==> src/rtl/sp_mc_pkg.sv <==
// Shared definitions for the sp_mc multi-cycle register-file processor:
// opcode and FSM encodings plus instruction field offset helpers.
package sp_mc_pkg;

    typedef enum logic [1:0] {
        OP_ADD  = 2'b00,
        OP_MUL  = 2'b01,
        OP_LDI  = 2'b10,
        OP_READ = 2'b11
    } op_e;

    typedef enum logic {
        IDLE = 1'b0,
        MUL  = 1'b1
    } state_e;

    function automatic int op_msb(input int instr_w);
        return instr_w - 1;
    endfunction

    // rs (and the LDI destination) sits directly below the opcode.
    function automatic int rs_lsb(input int instr_w, input int reg_aw);
        return instr_w - 2 - reg_aw;
    endfunction

    function automatic int rt_lsb(input int instr_w, input int reg_aw);
        return instr_w - 2 - 2 * reg_aw;
    endfunction

endpackage

==> src/rtl/sp_mc_seqmul.sv <==
// Iterative shift-add multiplier: one partial product per cycle, DATA_W steps.
// done and prod are presented combinationally during the final step.
module sp_mc_seqmul
    import sp_mc_pkg::*;
#(
    parameter int DATA_W = 8
) (
    input  logic                  clk,
    input  logic                  rst,
    input  logic                  start,
    input  logic [DATA_W-1:0]     a,
    input  logic [DATA_W-1:0]     b,
    output logic                  done,
    output logic [2*DATA_W-1:0]   prod
);
    localparam int CNT_W = $clog2(DATA_W) + 1;

    logic                  running_q, running_d;
    logic [2*DATA_W-1:0]   mcand_q, mcand_d;
    logic [2*DATA_W-1:0]   acc_q, acc_d;
    logic [DATA_W-1:0]     mplier_q, mplier_d;
    logic [CNT_W-1:0]      cnt_q, cnt_d;

    always_comb begin
        running_d = running_q;
        mcand_d   = mcand_q;
        acc_d     = acc_q;
        mplier_d  = mplier_q;
        cnt_d     = cnt_q;
        done      = 1'b0;
        if (running_q) begin
            acc_d    = acc_q + (mplier_q[0] ? mcand_q : '0);
            mcand_d  = mcand_q << 1;
            mplier_d = mplier_q >> 1;
            cnt_d    = cnt_q + 1'b1;
            if (cnt_q == CNT_W'(DATA_W - 1)) begin
                done      = 1'b1;
                running_d = 1'b0;
            end
        end else if (start) begin
            mcand_d   = {{DATA_W{1'b0}}, a};
            mplier_d  = b;
            acc_d     = '0;
            cnt_d     = '0;
            running_d = 1'b1;
        end
        // Final accumulation is exposed so the caller can commit on the same edge.
        prod = acc_d;
    end

    always_ff @(posedge clk) begin
        if (!rst) begin
            running_q <= 1'b0;
            mcand_q   <= '0;
            acc_q     <= '0;
            mplier_q  <= '0;
            cnt_q     <= '0;
        end else begin
            running_q <= running_d;
            mcand_q   <= mcand_d;
            acc_q     <= acc_d;
            mplier_q  <= mplier_d;
            cnt_q     <= cnt_d;
        end
    end

endmodule

==> src/rtl/sp_mc.sv <==
// Multi-cycle register-file processor: ADD/LDI/READ complete in one cycle,
// MUL runs on the iterative multiplier and holds busy until it commits.
module sp_mc
    import sp_mc_pkg::*;
#(
    parameter int DATA_W  = 8,
    parameter int NREG    = 16,
    parameter int REG_AW  = $clog2(NREG),
    parameter int SAT     = 0,
    parameter int INSTR_W = 2 + REG_AW + DATA_W
) (
    input  logic               clk,
    input  logic               rst,
    input  logic               in_valid,
    input  logic [INSTR_W-1:0] instruction,
    output logic               busy,
    output logic               out_valid,
    output logic [DATA_W-1:0]  out,
    output logic               ovf
);
    localparam int OP_MSB = op_msb(INSTR_W);
    localparam int RS_LSB = rs_lsb(INSTR_W, REG_AW);
    localparam int RT_LSB = rt_lsb(INSTR_W, REG_AW);

    generate
        if (2 * REG_AW > DATA_W || NREG < 2 || (1 << REG_AW) != NREG) begin : g_param_check
            $error("sp_mc: illegal DATA_W/NREG combination");
        end
    endgenerate

    state_e              state_q, state_d;
    logic [DATA_W-1:0]   out_q, out_d;
    logic                ovf_q, ovf_d;
    logic                out_valid_q, out_valid_d;
    logic [REG_AW-1:0]   mul_rd_q, mul_rd_d;
    logic [DATA_W-1:0]   regs_q [NREG];
    logic [DATA_W-1:0]   regs_d [NREG];

    op_e                 op;
    logic [REG_AW-1:0]   rs_addr, rt_addr, rd_addr;
    logic [DATA_W-1:0]   imm, rs_data, rt_data;
    logic [DATA_W:0]     sum;
    logic                wr_en;
    logic [REG_AW-1:0]   wr_addr;
    logic [DATA_W-1:0]   wr_data;
    logic                mul_start, mul_done;
    logic [2*DATA_W-1:0] mul_prod;
    logic                mul_ovf;

    function automatic logic [DATA_W-1:0] clamp(input logic [DATA_W-1:0] v, input logic o);
        return (SAT != 0 && o) ? {DATA_W{1'b1}} : v;
    endfunction

    assign op      = op_e'(instruction[OP_MSB -: 2]);
    assign rs_addr = instruction[RS_LSB +: REG_AW];
    assign rt_addr = instruction[RT_LSB +: REG_AW];
    assign rd_addr = instruction[REG_AW-1:0];
    assign imm     = instruction[DATA_W-1:0];
    assign rs_data = regs_q[rs_addr];
    assign rt_data = regs_q[rt_addr];
    assign sum     = {1'b0, rs_data} + {1'b0, rt_data};
    assign mul_ovf = |mul_prod[2*DATA_W-1:DATA_W];

    sp_mc_seqmul #(
        .DATA_W (DATA_W)
    ) u_seqmul (
        .clk   (clk),
        .rst   (rst),
        .start (mul_start),
        .a     (rs_data),
        .b     (rt_data),
        .done  (mul_done),
        .prod  (mul_prod)
    );

    always_comb begin
        state_d     = state_q;
        out_d       = out_q;
        ovf_d       = ovf_q;
        out_valid_d = 1'b0;
        mul_rd_d    = mul_rd_q;
        wr_en       = 1'b0;
        wr_addr     = rd_addr;
        wr_data     = '0;
        mul_start   = 1'b0;
        case (state_q)
            IDLE: begin
                if (in_valid) begin
                    case (op)
                        OP_ADD: begin
                            out_valid_d = 1'b1;
                            ovf_d       = sum[DATA_W];
                            out_d       = clamp(sum[DATA_W-1:0], sum[DATA_W]);
                            wr_en       = 1'b1;
                            wr_data     = clamp(sum[DATA_W-1:0], sum[DATA_W]);
                        end
                        OP_MUL: begin
                            mul_start = 1'b1;
                            mul_rd_d  = rd_addr;
                            state_d   = MUL;
                        end
                        OP_LDI: begin
                            // LDI reuses the rs field as its destination.
                            out_valid_d = 1'b1;
                            ovf_d       = 1'b0;
                            out_d       = imm;
                            wr_en       = 1'b1;
                            wr_addr     = rs_addr;
                            wr_data     = imm;
                        end
                        default: begin
                            out_valid_d = 1'b1;
                            ovf_d       = 1'b0;
                            out_d       = rs_data;
                        end
                    endcase
                end
            end
            default: begin
                if (mul_done) begin
                    state_d     = IDLE;
                    out_valid_d = 1'b1;
                    ovf_d       = mul_ovf;
                    out_d       = clamp(mul_prod[DATA_W-1:0], mul_ovf);
                    wr_en       = 1'b1;
                    wr_addr     = mul_rd_q;
                    wr_data     = clamp(mul_prod[DATA_W-1:0], mul_ovf);
                end
            end
        endcase
    end

    for (genvar gi = 0; gi < NREG; gi++) begin : g_reg_next
        assign regs_d[gi] = (wr_en && wr_addr == REG_AW'(gi)) ? wr_data : regs_q[gi];
    end

    always_ff @(posedge clk) begin
        if (!rst) begin
            state_q     <= IDLE;
            out_q       <= '0;
            ovf_q       <= 1'b0;
            out_valid_q <= 1'b0;
            mul_rd_q    <= '0;
            for (int i = 0; i < NREG; i++) begin
                regs_q[i] <= '0;
            end
        end else begin
            state_q     <= state_d;
            out_q       <= out_d;
            ovf_q       <= ovf_d;
            out_valid_q <= out_valid_d;
            mul_rd_q    <= mul_rd_d;
            regs_q      <= regs_d;
        end
    end

    assign busy      = (state_q == MUL);
    assign out_valid = out_valid_q;
    assign out       = out_q;
    assign ovf       = ovf_q;

endmodule

==> config.mk <==
export PLATFORM = sky130hd
export DESIGN_NAME = sp_mc
export DESIGN_NICKNAME = d
export VERILOG_FILES = /design/src/rtl/sp_mc_pkg.sv /design/src/rtl/sp_mc_seqmul.sv /design/src/rtl/sp_mc.sv
export SDC_FILE = /design/constraint.sdc
export NUM_CORES = 1
export LEC_CHECK = 0
export BUFFER_PORTS_ARGS = -buffer_cell sky130_fd_sc_hd__buf_2
export CORE_ASPECT_RATIO = 1.25
export CORE_UTILIZATION = 35
export CTS_CLUSTER_SIZE = 30
export DETAILED_ROUTE_END_ITERATION = 10
export HOLD_SLACK_MARGIN = 0.15
export PLACE_DENSITY = 0.53
export REMOVE_ABC_BUFFERS = 1
export SYNTH_ARGS = -nofsm -noshare
export SYNTH_HDL_FRONTEND = slang
export SYNTH_SLANG_ARGS = --single-unit
==> constraint.sdc <==
create_clock -name clk -period 4.3 [get_ports clk]
set_input_delay 0.215 -clock clk [delete_from_list [all_inputs] [get_ports clk]]
set_output_delay 0.215 -clock clk [all_outputs]
set_load 0.01 [all_outputs]
== Yosys cells after proc, flatten, opt, wreduce, memory -nomap -nowiden ==
Cells that the tools add are included.
Word-level totals
  register bits: 188
  bits of input ports: 17
  output and inout port bits: 11
  logic and storage cells: 130
Cells by class
  $add $sub $neg: 3
  order comparisons: 2
  equality and inequality tests: 20
  multiplexer cells: 48
  bitwise logic cells: 4
  reduce and logical (&&, ||, !) cells: 25
Operators with widths (count)
  $mux W16: 5
  $mux W8: 10
  $bmux W8 S4: 2
  $eq A4 B4 Y1 const B: 8
  $mux W4: 6
  $pmux W8 S3: 1
  $eq A4 B3 Y1 const B: 5
  $mux W1: 20
  $add A16 B16 Y16: 1
  $logic_and A1 B1 Y1: 16
  $pmux W8 S2: 1
  $mux W7: 2
  $ge A5 B5 Y1 const B: 2
  $not A4 Y5: 2
  $add A8 B8 Y9: 1
  $eq A4 B2 Y1 const B: 2
  $reduce_or A8 Y1: 1
  $reduce_and A3 Y1: 2
  $add A4 B1 Y4 const B: 1
  $eq A4 B1 Y1 const B: 1
  $logic_not A4 Y1: 1
  $reduce_bool A2 Y1: 2
  $reduce_or A2 Y1: 2
  $eq A2 B1 Y1 const B: 1
  6 further kinds: 7

== Depth between registers and ports, before layout ==
  word-level depth: 9
  mapped depth: 16
  gate-level depth less buffers: 12

== Cells and area by module ==
From an unflattened synthesis, not the netlist that was laid out.
Second synthesis, totals
  cells, all modules: 1136
  area, all modules: 11484.8 um^2
Modules (own cells, without submodules)
  sp_mc: instances 1, cells an instance 792, area an instance 8698.3 um^2, seq. area each 2862.7 um^2
  sp_mc_seqmul: instances 1, cells an instance 344, area an instance 2786.4 um^2, seq. area each 900.9 um^2

== Least setup slack after synthesis ==
No wires, ideal clock.
  path type: input to register
  start: input port instruction[9]
  end: register regs_q[102] (netlist name)
  library setup time: 132 ps
  arrival time: 4090 ps
  data required time: 4168 ps
  path slack: 77 ps
  stages: 16
  buffers on the path: 4
  path through: buf_2 > buf_1 > buf_2 > mux4_2 > mux4_2 > ha_1 > fa_1 > a21o_1 > a21oi_1 > o21bai_1 > a21oi_1 > xnor2_1 > o21ai_0 > a21oi_1 > clkbuf_1 > a21oi_1
On the way
  word-level cells in the longest chain between the ends: 8
  elaborated cells on any way between the ends: 13
  those cells by class: add/sub (1); eq/ne (1); mux (9); bitwise (1); reduce/logical (1)
RTL lines
  from (decl): line sp_mc.sv:15  | input logic [INSTR_W-1:0] instruction,
  $not A4 Y5 (not written as such): line sp_mc.sv:59  | assign rs_data = regs_q[rs_addr];
  $bmux W8 S4: line sp_mc.sv:59
  $mux W8 (not written as such) (2 in a row): line sp_mc.sv:59
  via rs_data[0]: line sp_mc.sv:41  | logic [DATA_W-1:0] imm, rs_data, rt_data;
  $add A8 B8 Y9: line sp_mc.sv:61  | assign sum = {1'b0, rs_data} + {1'b0, rt_data};
  $pmux W8 S2: line sp_mc.sv:89  | case (op)
  $mux W8: line sp_mc.sv:88  | if (in_valid) begin
  $mux W8: line sp_mc.sv:86  | case (state_q)
  to (signal assigned): line sp_mc.sv:153  | regs_q <= regs_d;
  to (decl): line sp_mc.sv:36  | logic [DATA_W-1:0] regs_q [NREG];
The timed path passes the listed nets, and every way through them passes these cells. The select of a mux whose other input is x is not followed.
A chain may end at the register's enable or synchronous reset.

== Final worst setup path ==
  start: register u_seqmul.mplier_q[0]
  end: register ovf_q (netlist: ovf)
On the way
  word-level cells in the longest chain between the ends: 6
RTL lines
  from (decl): line sp_mc_seqmul.sv:21  | logic [DATA_W-1:0] mplier_q, mplier_d;
  from (signal assigned): line sp_mc_seqmul.sv:62  | mplier_q <= mplier_d;
  $mux W16: line sp_mc_seqmul.sv:32  | acc_d = acc_q + (mplier_q[0] ? mcand_q : '0);
  $add A16 B16 Y16: line sp_mc_seqmul.sv:32
  $mux W16: line sp_mc_seqmul.sv:31  | if (running_q) begin
  $reduce_or A8 Y1: line sp_mc.sv:62  | assign mul_ovf = |mul_prod[2*DATA_W-1:DATA_W];
  $mux W1: line sp_mc.sv:120  | if (mul_done) begin
  $mux W1: line sp_mc.sv:86
  to (signal assigned): line sp_mc.sv:150  | ovf_q <= ovf_d;
  to (decl): line sp_mc.sv:33  | logic ovf_q, ovf_d;
Every way passes these cells. The select of a mux whose other input is x is not followed.

==> results by group <==
Status
  – Outcome: complete, no violations

Synth
  – Synthesized area: 10100 sq um
  – Count leader, synth: dfxtp_1
  – Synth cell types: 56
  – Post-Synth Simple-Gate Area: 12.9%
  – Synth top area cells: dfxtp_1 (37%), mux4_2 (18%), a21oi_1 (6.5%)
  – Most instantiated cells after synthesis: dfxtp_1 (188), nor2_1 (134), a21oi_1 (130)
  – Total number of yosys warnings: 0
  – Adder-cell share of the synthesized area: 3.38%
  – Compound-Gate Fraction of Synth Area: between 20 and 25%
  – Synthesized instance count: 1069
  – Ys flop type: dfxtp_1
  – Ys async rst share: 0%
  – Post-synth top area cell: dfxtp_1
  – Mux cell area share after synthesis: 18.6%
  – Main combinational cell family by area after synthesis: compound AO/OA/AOI/OAI gates
  – FF+latch count, synth: 188
  – EDFF count, synth: 0
  – Synth Area in XOR/XNOR: 1.39%
  – Share of the synthesized area in the top cell type: 37.4%
  – Seq/Total Area, Yosys: 37.4%
  – Syn_area_per_cell: ~9.4 sq um

Route
  – Total wire length: 28.3 mm
  – DRC: 0
  – Vias: 8068
  – DRT iter0 DRCs: 545
  – Drt pass-1 iters: 5
  – WL/cell: 19.7 um
  – Routed vias/inst: 5.63
  – Post-DRT Antenna Nets: 0

Timing
  – Slew @ Worst Pin: 0.825 ns
  – Unrepaired setup endpoints after global routing: no
  – Final slew viol count: 0
  – Max_slew headroom: 45.0%
  – Setup TNS: 0 ns
  – Fin crit share: between 80 and 90%
  – Final setup fails: 0
  – Final Hold Fails: 0
  – Crit path time final: roughly 3.7 ns
  – Max Clock Freq: 272 MHz
  – Worst Clk Skew: 0.0195 ns
  – Hold slack: 0.251 ns

Min path
  – Worst Hold Class: input port to flip-flop
  – Hold path start: instruction[12]

Critical path
  – CP max-delay cell: a2111oi_1
  – Critical Path Start Type: flip-flop
  – Kind of critical path: flip-flop to flip-flop
  – Maximum fanout along the worst path: 17
  – Critical Path Source: u_seqmul.mplier_q[0]$_SDFFE_PN0P_
  – Worst setup EP type: flip-flop
  – Crit-path cells: and2_1 > ha_1 > fa_1 > a21o_1 > a2111oi_1 > o32ai_1 > a211oi_1 > xor2_1 > o21a_1 > and4_1 > a31oi_1
  – Worst EP required: 4.63 ns
  – Arr. time, crit path: ~4 ns
  – CP bufs+invs: 0
  – Max stage delay on crit path: around 0.7 ns
  – Reg-to-reg critical path startpoint: u_seqmul.mplier_q[0]$_SDFFE_PN0P_
  – R2r setup slk: 0.62 ns
  – Top delay family on crit path: compound AO/OA/AOI/OAI gates

Global routing
  – Largest net degree at the start of global routing: 60
  – Vias in the first global route: slightly below 8000
  – First-pass GRT wire length: 45.5 mm
  – Total track usage: 20.2%
  – Initial antenna violation count: 0
  – Grt ovf: 0

Clocking
  – Max clock buf depth: 2
  – CTS clock-pin slew for the worst setup and hold paths: 0.07 ns
  – CTS H-tree depth: 4
  – Clk_lat worst skew: approximately 0.45 ns
  – CTS tree: yes
  – CTS sink count: 188
  – Postcts setup bufs: 0
  – CTS Buf Count: 17
  – Clk root buf: clkbuf_16

Floorplan
  – Die area: 29400 sq um
  – IO Pins: 28
  – Initial core utilization: between 30% and 40%
  – Core area: around 28000 sq um
  – Die Y: 192 um
  – Die width: roughly 150 um
  – Row cnt: 69

Run
  – Max-cap violation count: 0

Finish
  – Synthesis-to-finish area growth: 10.6%
  – Fillers: 2848
  – Share of post-route cells with drive strength above 1: 18.3%
  – Final nets: 1109
  – Non-filler cells, final: ~1400
  – Diode count: 0

Power
  – Leakage power: about 0.004 uW
  – Max IR drop VDD: ~230 uV
  – Design Power: between 3000 and 4000 uW
  – Cell Pwr Density: 327 nW/um^2

Placed design
  – Post-DP HPWL: 20.3 mm
  – Port Buffers: 27
  – Inst Count DP: 1398
  – Final Wtd Congestion: 0.869
[worst paths after layout]
kind,end,cells past startpoint
min,out[5]$_SDFFE_PN0P_,3
max reg2reg,ovf$_SDFFE_PN0P_,11
max,ovf$_SDFFE_PN0P_,11
min reg2reg,u_seqmul.cnt_q[3]$_SDFFE_PN0P_,1
[cell type report]
class / instances / area (sq um) / area share (%)
Clock buffer: 20 / 447 / 4.01
Clock inverter: 10 / 93.8 / 0.843
Inverter: 12 / 47.5 / 0.427
Multi-Input combinational cell: 782 / 5890 / 52.9
Sequential cell: 188 / 3760 / 33.8
Tap cell: 355 / 444 / 3.99
Timing Repair Buffer: 65 / 443 / 3.98
[timing repair]
| action | in CTS | in global routing |
|---|---|---|
| resized for setup | 0 | 0 |
| setup endpoints to repair | 0 | 0 |
| hold buffers | 4 | 0 |
| endpoints found under the hold margin | 4 | 0 |
[layout by cell type (no fill, tap or decap), types with 3 or more instances in the layout]
| cell type | instances |
|---|---|
| and3_1 | 11 |
| inv_1 | 10 |
| dfxtp_1 | 187 |
| nor2_4 | 3 |
| ha_1 | 24 |
| nor3_1 | 8 |
| nor2_2 | 14 |
| xor2_1 | 5 |
| nand3_1 | 6 |
| a21o_1 | 8 |
| a22oi_1 | 7 |
| nand2_1 | 73 |
| o21ai_1 | 7 |
| o21a_1 | 11 |
| dlygate4sd3_1 | 4 |
| mux4_2 | 80 |
| buf_2 | 27 |
| o21ai_0 | 74 |
| clkinvlp_4 | 3 |
| o21bai_1 | 5 |
| nand2b_1 | 4 |
| and2_1 | 22 |
| clkbuf_16 | 17 |
| buf_4 | 33 |
| nor2_1 | 134 |
| o22ai_1 | 5 |
| a211o_1 | 4 |
| a31oi_1 | 8 |
| a211oi_1 | 84 |
| clkinv_2 | 3 |
| mux2i_1 | 5 |
| o211ai_1 | 6 |
| or2_2 | 3 |
| a21oi_1 | 130 |
| o22a_1 | 3 |
| xnor2_1 | 11 |
[worst reg2reg max path, cell delays in order (launching register included)]
cell	delay, ns
dfxtp_1	0.50
and2_1	0.26
ha_1	0.22
fa_1	0.47
a21o_1	0.23
a2111oi_1	0.69
o32ai_1	0.23
a211oi_1	0.31
xor2_1	0.24
o21a_1	0.15
and4_1	0.20
a31oi_1	0.08
[layer usage]
metal	track usage [%]	up-vias	wire length [um]
met5	0	-	0
met4	6.77	0	626
met3	2.74	37	785
met2	35.1	166	14300
met1	25.7	3893	12600
li1	-	3972	-
[where the power goes]
part / internal (uW) / total [uW] / switching [uW] / leakage (uW)
clock: 807 / 1500 / 695 / 0.000258
combinational: 127 / 338 / 211 / 0.00217
sequential: 1770 / 1800 / 23.0 / 0.00152
[registers in the layout, summed over array words and instances, names as in the netlist]
signal / count
out: 8
out_valid: 1
u_seqmul.mplier_q: 8
u_seqmul.cnt_q: 4
ovf: 1
u_seqmul.mcand_q: 16
regs_q: 128
u_seqmul.acc_q: 16
busy: 1
u_seqmul.running_q: 1
mul_rd_q: 4
[cell families (layout without fill, tap and decap cells)]
logic type | Yosys count | after routing
AND/OR/NAND/NOR | 287 | 287
AO/OA/AOI/OAI | 366 | 366
adder cells (fa/ha/maj) | 26 | 26
multiplexers | 87 | 87
flip-flops | 188 | 188
buffers and inverters | 99 | 107
XOR/XNOR | 16 | 16
[stage by stage]
step	utilization (%)	setup slack [ns]	instance area (sq um)
after floorplan	-	0.630	9700
after global placement	37.3	0.339	10500
after detailed placement	37.3	0.293	10500
after CTS	39.3	0.557	11100
after global routing	39.3	0.356	11100
final	39.3	0.618	11100
Power figures use the tool's default switching activity.
